**src/rtl/rr_index_arbiter_pkg.sv**
```systemverilog
// Shared constants and FSM state type for the 8-way round-robin index arbiter.
package rr_index_arbiter_pkg;
  localparam int N_REQ = 8;
  localparam int IDX_W = 3;

  typedef enum logic {IDLE, GRANT} state_t;
endpackage

```
**src/rtl/rr_pick.sv**
```systemverilog
// Combinational round-robin pick: first set bit of req at or after ptr, wrapping.
module rr_pick
  import rr_index_arbiter_pkg::*;
(
  input  logic [N_REQ-1:0] req,
  input  logic [IDX_W-1:0] ptr,
  output logic             found,
  output logic [IDX_W-1:0] idx
);
  logic [2*N_REQ-1:0] dbl;
  logic [2*N_REQ-1:0] masked;

  // Upper copy of req covers the wrapped positions; lowest surviving bit wins.
  always_comb begin
    dbl    = {req, req};
    masked = dbl & ({(2*N_REQ){1'b1}} << ptr);
    found  = 1'b0;
    idx    = '0;
    for (int i = 2*N_REQ-1; i >= 0; i--) begin
      if (masked[i]) begin
        found = 1'b1;
        idx   = IDX_W'(i);
      end
    end
  end
endmodule

```
**src/rtl/rr_index_arbiter.sv**
```systemverilog
// Round-robin arbiter over 8 requesters; registered grant index under valid/ready.
module rr_index_arbiter
  import rr_index_arbiter_pkg::*;
(
  input  logic             clk,
  input  logic             rst,
  input  logic [N_REQ-1:0] req,
  input  logic             grant_ready,
  output logic             grant_valid,
  output logic [IDX_W-1:0] grant_idx,
  output logic             busy
);
  state_t           state;
  logic [IDX_W-1:0] ptr;
  logic [N_REQ-1:0] pick_req;
  logic [IDX_W-1:0] pick_ptr;
  logic             pick_found;
  logic [IDX_W-1:0] pick_idx;

  // While granting, search assumes the current grant is accepted: rotated ptr, own bit masked.
  always_comb begin
    pick_req = req;
    pick_ptr = ptr;
    if (state == GRANT) begin
      pick_req = req & ~(N_REQ'(1) << grant_idx);
      pick_ptr = grant_idx + IDX_W'(1);
    end
  end

  rr_pick u_pick (
    .req   (pick_req),
    .ptr   (pick_ptr),
    .found (pick_found),
    .idx   (pick_idx)
  );

  always_ff @(posedge clk or posedge rst) begin
    if (rst) begin
      state       <= IDLE;
      ptr         <= '0;
      grant_valid <= 1'b0;
      grant_idx   <= '0;
    end else begin
      case (state)
        IDLE: begin
          if (pick_found) begin
            state       <= GRANT;
            grant_valid <= 1'b1;
            grant_idx   <= pick_idx;
          end
        end
        GRANT: begin
          if (grant_ready) begin
            ptr <= pick_ptr;
            if (pick_found) begin
              grant_idx <= pick_idx;
            end else begin
              state       <= IDLE;
              grant_valid <= 1'b0;
            end
          end else if (!req[grant_idx]) begin
            state       <= IDLE;
            grant_valid <= 1'b0;
          end
        end
        default: begin
          state       <= IDLE;
          grant_valid <= 1'b0;
        end
      endcase
    end
  end

  assign busy = grant_valid;
endmodule
```
**config.mk**
```make
export PLATFORM = sky130hd
export DESIGN_NAME = rr_index_arbiter
export DESIGN_NICKNAME = d
export VERILOG_FILES = /design/src/rtl/rr_index_arbiter_pkg.sv /design/src/rtl/rr_pick.sv /design/src/rtl/rr_index_arbiter.sv
export SDC_FILE = /design/constraint.sdc
export NUM_CORES = 1
export LEC_CHECK = 0
export BUFFER_PORTS_ARGS = -buffer_cell sky130_fd_sc_hd__buf_2
export CAP_MARGIN = 10
export CORE_UTILIZATION = 45
export DETAILED_ROUTE_END_ITERATION = 16
export PLACE_DENSITY_LB_ADDON = 0.2
export RECOVER_POWER = 50
export SYNTH_ARGS = -nofsm -noshare
export SYNTH_HDL_FRONTEND = slang
export SYNTH_SLANG_ARGS = --single-unit
```
**constraint.sdc**
```tcl
create_clock -name clk -period 2.8 [get_ports clk]
set_input_delay 0.14 -clock clk [delete_from_list [all_inputs] [get_ports clk]]
set_output_delay 0.14 -clock clk [all_outputs]
set_load 0.01 [all_outputs]
```
## Yosys cells after proc, flatten, opt, wreduce, memory -nomap -nowiden

Index checks and enable logic that the tools add are counted.
W data, S select, Z words.

- Register bits: 8
- Bits of input ports: 11
- Output and inout bits: 5
- Logic and storage cells: 66

- Add/subtract/negate cells: 1
- Magnitude comparators: 1
- Equality and inequality tests: 4
- Shift-type cells: 2
- Muxes and demuxes: 48
- Bitwise logic cells: 4
- Reduce and logical (&&, ||, !) cells: 2

Operators by type and width:

| cell | count |
|---|---|
| $mux W3 | 19 |
| $mux W1 | 24 |
| $and A16 B16 Y16 | 1 |
| $shl A16 B3 Y16 const A | 1 |
| $and A8 B8 Y8 | 1 |
| $mux W8 | 1 |
| $not A8 Y8 | 1 |
| $shl A1 B3 Y8 const A | 1 |
| $ne A3 B3 Y1 const B | 2 |
| $pmux W3 S2 | 1 |
| $lt A3 B4 Y1 const B | 1 |
| $ne A2 B2 Y1 const B | 2 |
| $pmux W1 S2 | 2 |
| $add A3 B1 Y3 const B | 1 |
| $bmux W1 S3 | 1 |
| $reduce_and A3 Y1 | 1 |
| $reduce_and A2 Y1 | 1 |
| $not A1 Y1 | 1 |

## Longest topological paths before layout

Gate-level depths: netlist of the first run.

- Depth after elaboration: 24
- Mapped depth: 9

## Cells and area by module

Synthesis of the first run repeated with hierarchy kept, for this count alone.

- Cells, all modules: 107
- Area, all modules: 847.1 sq um

Modules (own cells, without submodules):

| module | instances | cells an instance | area each (sq um) | sequential area each (sq um) |
|---|---|---|---|---|
| rr_index_arbiter | 1 | 64 | 595.6 | 200.2 |
| rr_pick | 1 | 43 | 251.5 | 0.0 |

## Worst setup path before layout of the first run

Ideal clock, no wire load.

- Path kind: reg-to-reg
- Start point: register grant_idx[0]
- End point: register grant_idx[0]
- Arrival: 1.929 ns
- Setup slack: 0.779 ns
- Stages on the path, launching flop included: 10
- Path buffers: 1
- Period minus slack after synthesis: 2.021 ns
- Cells stage by stage: dfrtp_1 > clkbuf_2 > inv_1 > ha_1 > mux2i_4 > and3b_1 > nor3_1 > o211ai_2 > o211ai_1 > o31ai_2

- Longest elaborated chain between the ends: 24

Ends and longest elaborated chain:

| element | RTL line | source |
|---|---|---|
| start, declared | rr_index_arbiter.sv:10 | `output logic [IDX_W-1:0] grant_idx,` |
| start signal, assigned | rr_index_arbiter.sv:49 | `grant_idx <= pick_idx;` |
| start signal, assigned | rr_index_arbiter.sv:56 | `grant_idx <= pick_idx;` |
| parallel branches: the longest is 21 deep, another holds $add A3 B1 Y3 | - |  |
| $mux W3 (*) | rr_index_arbiter.sv:46, rr_index_arbiter.sv:55 |  |
| $mux W3 | rr_index_arbiter.sv:53 | `if (grant_ready) begin` |
| $pmux W3 S2 (*) | rr_index_arbiter.sv:44 | `case (state)` |

Every way passes the cells marked *. The select of a mux whose other input is x is not followed.
A chain may end at the register's enable or synchronous reset.

## Worst setup path after layout of the first run

Same ends and word-level chain as after synthesis.

==> results of run 1 <==
-- routing by layer --
layer  part of all wire  wire [um]
met1               0.48       1126
met2               0.43        997
met3              0.062        145
met4              0.027         64
met5                  0          0
-- state kept, by name (all words and copies together) (netlist names) --
name	cells
ptr	3
busy	1
state	1
grant_idx	3
-- cells by family after synthesis --
family | synth area share
compound gates | 0.3065
mux | 0.1130
fa+ha+maj | 0.07792
flops | 0.2078
buf+inv | 0.07661
simple gates | 0.2182
-- synthesized netlist by cell type (2+ instances only) --
library cell / number / area [um2]
o21ai_0: 3 / 15.01
and2_1: 2 / 12.51
a21oi_2: 4 / 35.03
nor3_1: 2 / 10.01
nand2b_1: 5 / 31.28
inv_1: 9 / 33.78
buf_6: 2 / 22.52
ha_1: 6 / 75.07
a31oi_1: 3 / 18.77
o211ai_1: 2 / 15.01
mux4_2: 2 / 45.04
nand2_1: 11 / 41.29
a22o_1: 2 / 17.52
nand3_1: 3 / 15.01
o22ai_1: 2 / 12.51
a21oi_1: 3 / 15.01
nor2_1: 8 / 30.03
dfrtp_1: 8 / 200.2
mux2i_1: 3 / 30.03
-- through the flow --
step	instance area [um2]	setup slack [ns]	hold WS, ns	total power, mW	std cells
2_1_floorplan	963.4	0.7791	-0.04434	1.055	110
3_3_place_gp	1032	0.4734	0.09273	1.215	147
3_5_place_dp	1032	0.4456	0.1022	1.226	147
4_1_cts	1065	0.4270	0.2534	1.320	151
5_1_grt	1062	0.2248	0.2865	1.441	151
6_report	1062	0.3796	0.2626	1.329	151
-- placed cells by master, fill, tap and decap left out, drive strengths merged, types with 4 or more instances in the layout --
cell type,n
buf,13
nor2,8
o21ai,4
nand2b,5
a21oi,7
inv,9
mux2i,4
nand2,12
ha,6
clkbuf,5
dfrtp,8
-- area by class of cell --
cell class | count | area, um2 | share of cell area
tap | 27 | 33.78 | 0.03180
clock buffer | 3 | 22.52 | 0.02120
sequential | 8 | 200.2 | 0.1885
multi-input combinational | 88 | 689.4 | 0.6490
timing repair buffer | 16 | 82.58 | 0.07774
inverter | 9 | 33.78 | 0.03180
-- worst max-delay path: stages (launching register included) --
cell,delay (ns)
dfrtp_1,0.58
ha_1,0.25
ha_1,0.15
nand2_1,0.08
a22oi_1,0.48
nand4_2,0.25
nand2_2,0.19
mux2i_1,0.23
o31ai_2,0.09
-- worst paths after layout --
path | startpoint | endpoint | cells past startpoint
worst max-delay path | grant_idx[0]$_DFFE_PP0P_ | grant_idx[0]$_DFFE_PP0P_ | 8
worst min-delay path | grant_ready | busy$_DFFE_PP0P_ | 3
worst max register to register | grant_idx[0]$_DFFE_PP0P_ | grant_idx[0]$_DFFE_PP0P_ | 8
worst min register to register | ptr[2]$_DFFE_PP0P_ | ptr[2]$_DFFE_PP0P_ | 2
max in group asynchronous | rst | ptr[2]$_DFFE_PP0P_ | 3
min in group asynchronous | rst | grant_idx[0]$_DFFE_PP0P_ | 3
-- timing repair --
item / in CTS / in global routing
hold endpoints to repair: 8 / 0
buffers inserted: 0 / 0
endpoints found under the setup margin: 0 / 0
hold buffers: 1 / 0
-- power groups by stage --
| stage | Sequential (mW) | Combinational [mW] | Clock [mW] |
|---|---|---|---|
| after floorplan | 0.238 | 0.817 | 0 |
| after global placement | 0.306 | 0.909 | 0 |
| after detailed placement | 0.309 | 0.917 | 0 |
| after CTS | 0.307 | 0.923 | 0.0903 |
| after global routing | 0.325 | 1.02 | 0.0998 |
| final | 0.311 | 0.933 | 0.0853 |
==> flow_summary_export.csv, run 1 <==
group,metric,value,unit
logic_synthesis,ys_seq_area_frac,0.2078,
power_and_ir_drop,powerDensity,1251,nW/um2
timing,fin_crit,2.420,ns
global_routing,antenna_found_initial,0,
route,drt_first_iter_violations,17,
global_routing,first_global_vias,795,
timing,max_slew.worst_pin.slew,0.6956,ns
global_routing,grt-ovfl-total,0,
power_and_ir_drop,intPower,0.6409,mW
timing,fin_crit_sh,0.8644,
clock_network,path_clk_slew,0.05,ns
power_and_ir_drop,irDropWorstVdd,669.1,uV
logic_synthesis,ys_types,49,
route,dr.pass1.iters,4,
clock_network,clkSinkCount,8,
logic_synthesis,synthArstFlopShare,1.000,
timing,fmax,0.4132,GHz
layout,num-fill-cells,208,
layout,final_nets,143,
timing,slew_headroom,0.5363,
route,drc,0,
power_and_ir_drop,p_sw_frac,0.5177,
clock_network,post_cts_resized,0,
logic_synthesis,syn-num-nets,127,
floorplanning,die_area,2330,um2
floorplanning,row_count,16,
layout,n_antenna_cell,0,
hold_path,min_path_type,"in2reg",
setup_path,critPathMaxFanout,10,
global_routing,use_met1,0.3251,
timing,drv_slew,0,
timing,finalHoldViolations,0,
power_and_ir_drop,pwr-share-seq,0.234,
clock_network,numCtsBuffers,3,
setup_path,worstSetupPathType,"reg2reg",
floorplanning,io_pins,16,
floorplanning,start_util,0.4861,
setup_path,worstPathRequired,2.93,ns
power_and_ir_drop,p_leak,0.5056,nW
clock_network,clkLatencyLatePin,0.25,ns
logic_synthesis,yosys_warnings,0,
layout,area_delta_synth_final,10.26,%
logic_synthesis,synth_ff_type,"dfrtp_1",
clock_network,cts_max_path_buffers,2,
clock_network,cts_tree,"built",
timing,fin_tns_setup,0,ns
global_routing,met2_usage,0.3440,
route,num_vias,878,
global_routing,gr-max-usage-layer,"met2",
power_and_ir_drop,p_sw,0.6880,mW
floorplanning,die_w,48.27,um
logic_synthesis,synthesis.area,963.4,um2
route,drt_wl_total,2334,um
logic_synthesis,synth-seq-cells,8,
route,routed_via_density,5.815,
timing,finalSetupViolCount,0,
layout,postLayoutCoreUtil,0.5360,
setup_path,crit_path_end_kind,"flop",
setup_path,r2r_slack,0.38,ns
global_routing,grt_use_total,0.2393,
floorplanning,die_h,48.27,um
setup_path,worstPathArrival,2.55,ns
power_and_ir_drop,power_frac_clock,0.064,
timing,rsz0062_at_grt,"false",
run_status,status,"completed",
global_routing,grt_pass1_wl,3705,um
job,maxCapViolations,0,
power_and_ir_drop,combPwrFrac,0.702,
route,ant_nets,0,
global_routing,grt_max_degree,20,
logic_synthesis,avgSynthCellArea,8.758,um2
floorplanning,core-area,1982,um2
clock_network,cts_root_buf,"clkbuf_4",
logic_synthesis,synth_edf_count,0,
layout,drive_above_1_share,0.2742,
route,wl_per_cell,15.46,um
place,dpl.hpwl,1859,um
place,place.gp.congestion,1.026,
clock_network,htree_levels,1,
global_routing,use_met3,0.06667,
place,numPortBuffers,15,
setup_path,start_kind,"flop",
timing,skew,0.006779,ns
logic_synthesis,syn_inst,110,
(Power assumes the default switching activity.)
==> run 2, diff against run 1 <==
==> constraint.sdc (replaced) <==
create_clock -name clk -period 2.6 [get_ports clk]
set_input_delay 0.13 -clock clk [delete_from_list [all_inputs] [get_ports clk]]
set_output_delay 0.13 -clock clk [all_outputs]
set_load 0.01 [all_outputs]
==> run 2 against run 1 <==
  * Die area unchanged
  * Worst setup slack worse by 0.081 ns
  * Critical endpoint unchanged
  * Maximum frequency increased by 5.2%
  * First-iteration DRC count is 110% higher
  * Critical path type unchanged
  * Via count is 1.3% higher
  * Sequential power shrank 3%
  * Cell count is 2.0% higher
  * Combinational power up 14%
  * Sequential share of layout area decreased by 0.39 points
==> flow_summary_export.csv, run 2 (synthesized netlist as in run 1, its figures left out) <==
group,metric,value,unit
clock_network,postCtsSetupBuffers,0,
setup_path,worstPathArrival,2.43,ns
timing,rsz0062_at_grt,"false",
place,place.gp.congestion,1.008,
place,post-place-ws,0.3080,ns
global_routing,antenna_found_initial,0,
hold_path,min_path_type,"in2reg",
power_and_ir_drop,finalPower,1.454,mW
clock_network,htree_levels,1,
timing,finalHoldViolations,0,
floorplanning,die_h,48.27,um
clock_network,clkLatencyLatePin,0.25,ns
global_routing,first_global_vias,800,
floorplanning,row_count,16,
layout,final_cell_mix,"buf_2, nand2_1, inv_1",
global_routing,grt_pass1_wl,3691,um
timing,fin_tns_setup,0,ns
setup_path,start_kind,"flop",
layout,area_delta_synth_final,12.60,%
timing,fin_crit_sh,0.8850,
job,maxCapViolations,0,
timing,finalSetupViolCount,0,
setup_path,crit_path_end_kind,"flop",
clock_network,cts_root_buf,"clkbuf_4",
floorplanning,core-area,1982,um2
route,drc,0,
clock_network,cts_tree,"built",
layout,final_common_cell,"buf_2",
layout,reg.largest.list,"grant_idx (3), ptr (3)",
timing,skew,0.002118,ns
floorplanning,die_area,2330,um2
run_status,status,"completed",
clock_network,cts_max_path_buffers,2,
setup_path,critPathMaxFanout,10,
route,drt_wl_total,2268,um
setup_path,worstSetupPathType,"reg2reg",
layout,num-fill-cells,192,
floorplanning,io_pins,16,
place,dpl.hpwl,1904,um
power_and_ir_drop,p_leak,0.5194,nW
global_routing,grt-ovfl-total,0,
layout,n_antenna_cell,0,
timing,max_slew.worst_pin.slew,0.4474,ns
route,dr.pass1.iters,4,
power_and_ir_drop,irDropWorstVdd,820.0,uV
global_routing,grt_max_degree,11,
floorplanning,die_w,48.27,um
timing,fin_crit,2.301,ns
timing,drv_slew,0,
timing,holdWs,0.2456,ns
clock_network,path_clk_slew,0.05,ns
route,ant_nets,0,
route,wl_per_cell,14.73,um
layout,postLayoutCoreUtil,0.5473,
route,num_vias,889,
global_routing,grt_use_total,0.2379,
layout,drive_above_1_share,0.2913,
power_and_ir_drop,powerDensity,1340,nW/um2
timing,slew_headroom,0.7017,
route,drt_first_iter_violations,36,
clock_network,clkSinkCount,8,
layout,final_nets,146,
setup_path,worstPathRequired,2.73,ns
timing,finalWorstSetupSlack,0.2990,ns
floorplanning,start_util,0.4861,
place,numPortBuffers,15,
timing,fmax,0.4346,GHz
clock_network,numCtsBuffers,3,
route,routed_via_density,5.773,
[run 2: cell count changes in the layout (fill, tap and decap cells not counted)]
cell and delta:
buf_4 +3
[run 2: repair_timing]
action | in CTS | in global routing
gates resized for setup | 0 | 0
endpoints found under the hold margin | 8 | 0
hold buffers | 1 | 0
[run 2: path summary, 6_finish.rpt]
check / start / end / slack (ns) / cells past startpoint
min in group asynchronous: rst / grant_idx[0]$_DFFE_PP0P_ / 0.35 / 3
min reg2reg: ptr[2]$_DFFE_PP0P_ / ptr[2]$_DFFE_PP0P_ / 0.50 / 2
min: grant_ready / busy$_DFFE_PP0P_ / 0.25 / 3
max reg2reg: grant_idx[0]$_DFFE_PP0P_ / grant_idx[0]$_DFFE_PP0P_ / 0.30 / 8
max in group asynchronous: rst / grant_idx[2]$_DFFE_PP0P_ / 2.03 / 3
max: grant_idx[0]$_DFFE_PP0P_ / grant_idx[0]$_DFFE_PP0P_ / 0.30 / 8
[run 2: area by class of cell]
cell class                      count  area (um2)  area share
Tap cell                           27       33.78     0.03114
Sequential cell                     8       200.2      0.1845
Inverter                            9       33.78     0.03114
Timing Repair Buffer               19       105.1     0.09689
Multi-Input combinational cell     88       689.4      0.6355
Clock buffer                        3       22.52     0.02076
[run 2: power breakdown]
group,internal (mW),switching (mW),leakage [nW]
Combinational,0.475,0.586,0.411
Sequential,0.190,0.111,0.0947
Clock,0.0526,0.0386,0.0138
Total,0.718,0.736,0.519
[run 2: critical path: stages, from the launching register on]
cell and delay, ns:
dfrtp_1 0.56, ha_1 0.24, ha_1 0.15, nand2_1 0.09, a22oi_1 0.42, nand4_2 0.23
nand2_2 0.18, mux2i_1 0.23, o31ai_2 0.09
[run 2: routing by layer]
metal,global-route usage,wire (um),vias to the layer above
li1,-,-,439
met1,0.3387,1110,409
met2,0.3520,989,34
met3,0.02222,104,7
met4,0.1333,63,0
met5,0,0,-
[run 2: through the flow]
step	cell area, um2	std cells
floorplan	963.4	110
global placement	1055	150
detailed placement	1055	150
CTS	1087	154
global route	1085	154
finish	1085	154
==> run 3, diff against run 2 <==
--- a/config.mk
+++ b/config.mk
@@ -7,7 +7,7 @@
 export LEC_CHECK = 0
 export BUFFER_PORTS_ARGS = -buffer_cell sky130_fd_sc_hd__buf_2
 export CAP_MARGIN = 10
-export CORE_UTILIZATION = 45
+export CORE_UTILIZATION = 55
 export DETAILED_ROUTE_END_ITERATION = 16
 export PLACE_DENSITY_LB_ADDON = 0.2
 export RECOVER_POWER = 50
==> run 3 against run 2 <==
  * The run now ends with design-rule violations left
  * Combinational power shrank 6%
  * Critical path depth is the same
  * Cell area shrank 3.3%
  * Maximum frequency is essentially flat
  * Global-route usage grew 4.2 points
  * Utilization grew 12 points
  * Clock-buffer cell count is the same
  * Sequential power grew 12%
  * Clock skew grew 0.0092 ns
  * Routed wire length is essentially flat
  * Critical endpoint unchanged
  * Largest power group unchanged
==> flow_summary_export.csv, run 3 (synthesized netlist as in run 1, its figures left out) <==
group,metric,value,unit
route,drc,1,
global_routing,grt_max_degree,20,
timing,slew_headroom,0.5557,
setup_path,worstPathRequired,2.73,ns
layout,num-fill-cells,138,
global_routing,grt_pass1_wl,3891,um
place,place.gp.congestion,0.9130,
route,wl_met1,949,um
layout,multi_input_area,689.4,um2
setup_path,start_kind,"flop",
route,wl_per_cell,16.21,um
power_and_ir_drop,powerDensity,1365,nW/um2
clock_network,cts_max_path_buffers,2,
floorplanning,core-area,1577,um2
route,routed-wl-met2,1115,um
floorplanning,io_pins,16,
timing,fin_crit_sh,0.8850,
timing,fmax,0.4346,GHz
timing,fin_tns_setup,0,ns
clock_network,clkSinkCount,8,
setup_path,path_common_cell,"ha_1",
timing,fin_crit,2.301,ns
layout,seq_area,200.2,um2
setup_path,crit_path_end_kind,"flop",
floorplanning,die_h,43.86,um
power_and_ir_drop,finalPower,1.432,mW
setup_path,worstPathArrival,2.43,ns
route,routed_via_density,6.507,
place,dpl.hpwl,1777,um
setup_path,critPathMaxFanout,10,
setup_path,max_stage_delay,0.58,ns
setup_path,critPathTopFamily,"flip-flops",
clock_network,cts_tree,"built",
route,drt_wl_total,2269,um
route,route.met3.wl,199,um
power_and_ir_drop,irDropWorstVdd,782.1,uV
run_status,failed_checks,"design-rule violations",
clock_network,cts_hold_buffers,1,
timing,finalWorstSetupSlack,0.2989,ns
clock_network,postCtsSetupBuffers,0,
run_status,status,"complete, but fails checks",
layout,final_cell_mix,"buf_2, nand2_1, inv_1",
route,dr.pass1.iters,10,
timing,skew,0.01130,ns
global_routing,grt-ovfl-total,0,
hold_path,min_path_type,"in2reg",
global_routing,first_global_vias,830,
setup_path,critPathSlowestCell,"dfrtp_1",
clock_network,numCtsBuffers,3,
layout,n_antenna_cell,0,
clock_network,cts_root_buf,"clkbuf_4",
place,placed_area,1018,um2
clock_network,path_clk_slew,0.06,ns
timing,rsz0062_at_grt,"false",
route,routed.top_layer,"met4",
floorplanning,die_w,43.86,um
layout,final_common_cell,"buf_2",
setup_path,worstSetupPathType,"reg2reg",
timing,finalHoldViolations,0,
timing,finalSetupViolCount,0,
floorplanning,die_area,1923,um2
power_and_ir_drop,p_leak,0.5056,nW
layout,drive_above_1_share,0.2742,
timing,drv_slew,0,
route,drt_first_iter_violations,39,
global_routing,grt_use_total,0.2797,
job,maxCapViolations,0,
route,num_vias,911,
route,ant_nets,0,
floorplanning,row_count,14,
setup_path,crit_chain,"ha_1 > ha_1 > nand2_1 > a22oi_1 > nand4_2 > nand2_2 > mux2i_1 > o31ai_2",
place,post-place-ws,0.3162,ns
timing,max_slew.worst_pin.slew,0.6664,ns
clock_network,htree_levels,1,
place,numPortBuffers,15,
global_routing,antenna_found_initial,0,
layout,final_nets,143,
floorplanning,start_util,0.6111,
layout,reg.largest.list,"grant_idx (3), ptr (3)",
layout,area_delta_synth_final,8.832,%
layout,design_area,1049,um2
clock_network,clkLatencyLatePin,0.26,ns
clock_network,post_cts_resized,0,
setup_path,worst-path-buf-inv,0,
## run 3: changes by cell type in the layout (fill, tap and decap cells not counted)
| cell | before | now |
|---|---|---|
| buf_4 | 3 | 0 |
## run 3: worst min-delay path, stage by stage
cell       delay [ns]
buf_2            0.11
o21ai_0          0.08
o2bb2ai_1        0.12
## run 3: area by class of cell
cell class                 count  share of cell area
clock buffer                   3             0.02148
inverter                       9             0.03222
multi-input combinational     88              0.6575
sequential                     8              0.1909
tap                           16             0.01909
timing repair buffer          16             0.07876
## run 3: final timing paths
path | startpoint | to | slack [ns] | cells after the start
setup reg to reg | grant_idx[0]$_DFFE_PP0P_ | grant_idx[0]$_DFFE_PP0P_ | 0.30 | 8
hold / removal | grant_ready | busy$_DFFE_PP0P_ | 0.22 | 3
setup / recovery | grant_idx[0]$_DFFE_PP0P_ | grant_idx[0]$_DFFE_PP0P_ | 0.30 | 8
min in group asynchronous | rst | ptr[0]$_DFFE_PP0P_ | 0.36 | 3
max in group asynchronous | rst | grant_idx[1]$_DFFE_PP0P_ | 1.99 | 3
hold reg to reg | ptr[0]$_DFFE_PP0P_ | ptr[0]$_DFFE_PP0P_ | 0.52 | 2
## run 3: per-stage QoR
step / hold WS, ns / util / cells
2_1_floorplan: -0.05434 / - / 110
3_3_place_gp: 0.08301 / 0.6460 / 136
3_5_place_dp: 0.08850 / 0.6460 / 136
4_1_cts: 0.2207 / 0.6667 / 140
5_1_grt: 0.2432 / 0.6651 / 140
6_report: 0.2227 / 0.6651 / 140
## run 3: metal layers
layer  vias to the layer above  track usage
li1                        431            -
met1                       434       0.3773
met2                        44       0.4478
met3                         2      0.07917
met4                         0      0.06061
met5                         -            0
## run 3: power by group
part	internal [mW]	switching, mW	total [mW]
clock	0.0528	0.0426	0.0954
combinational	0.449	0.551	1.00
sequential	0.189	0.147	0.336
total	0.691	0.741	1.43
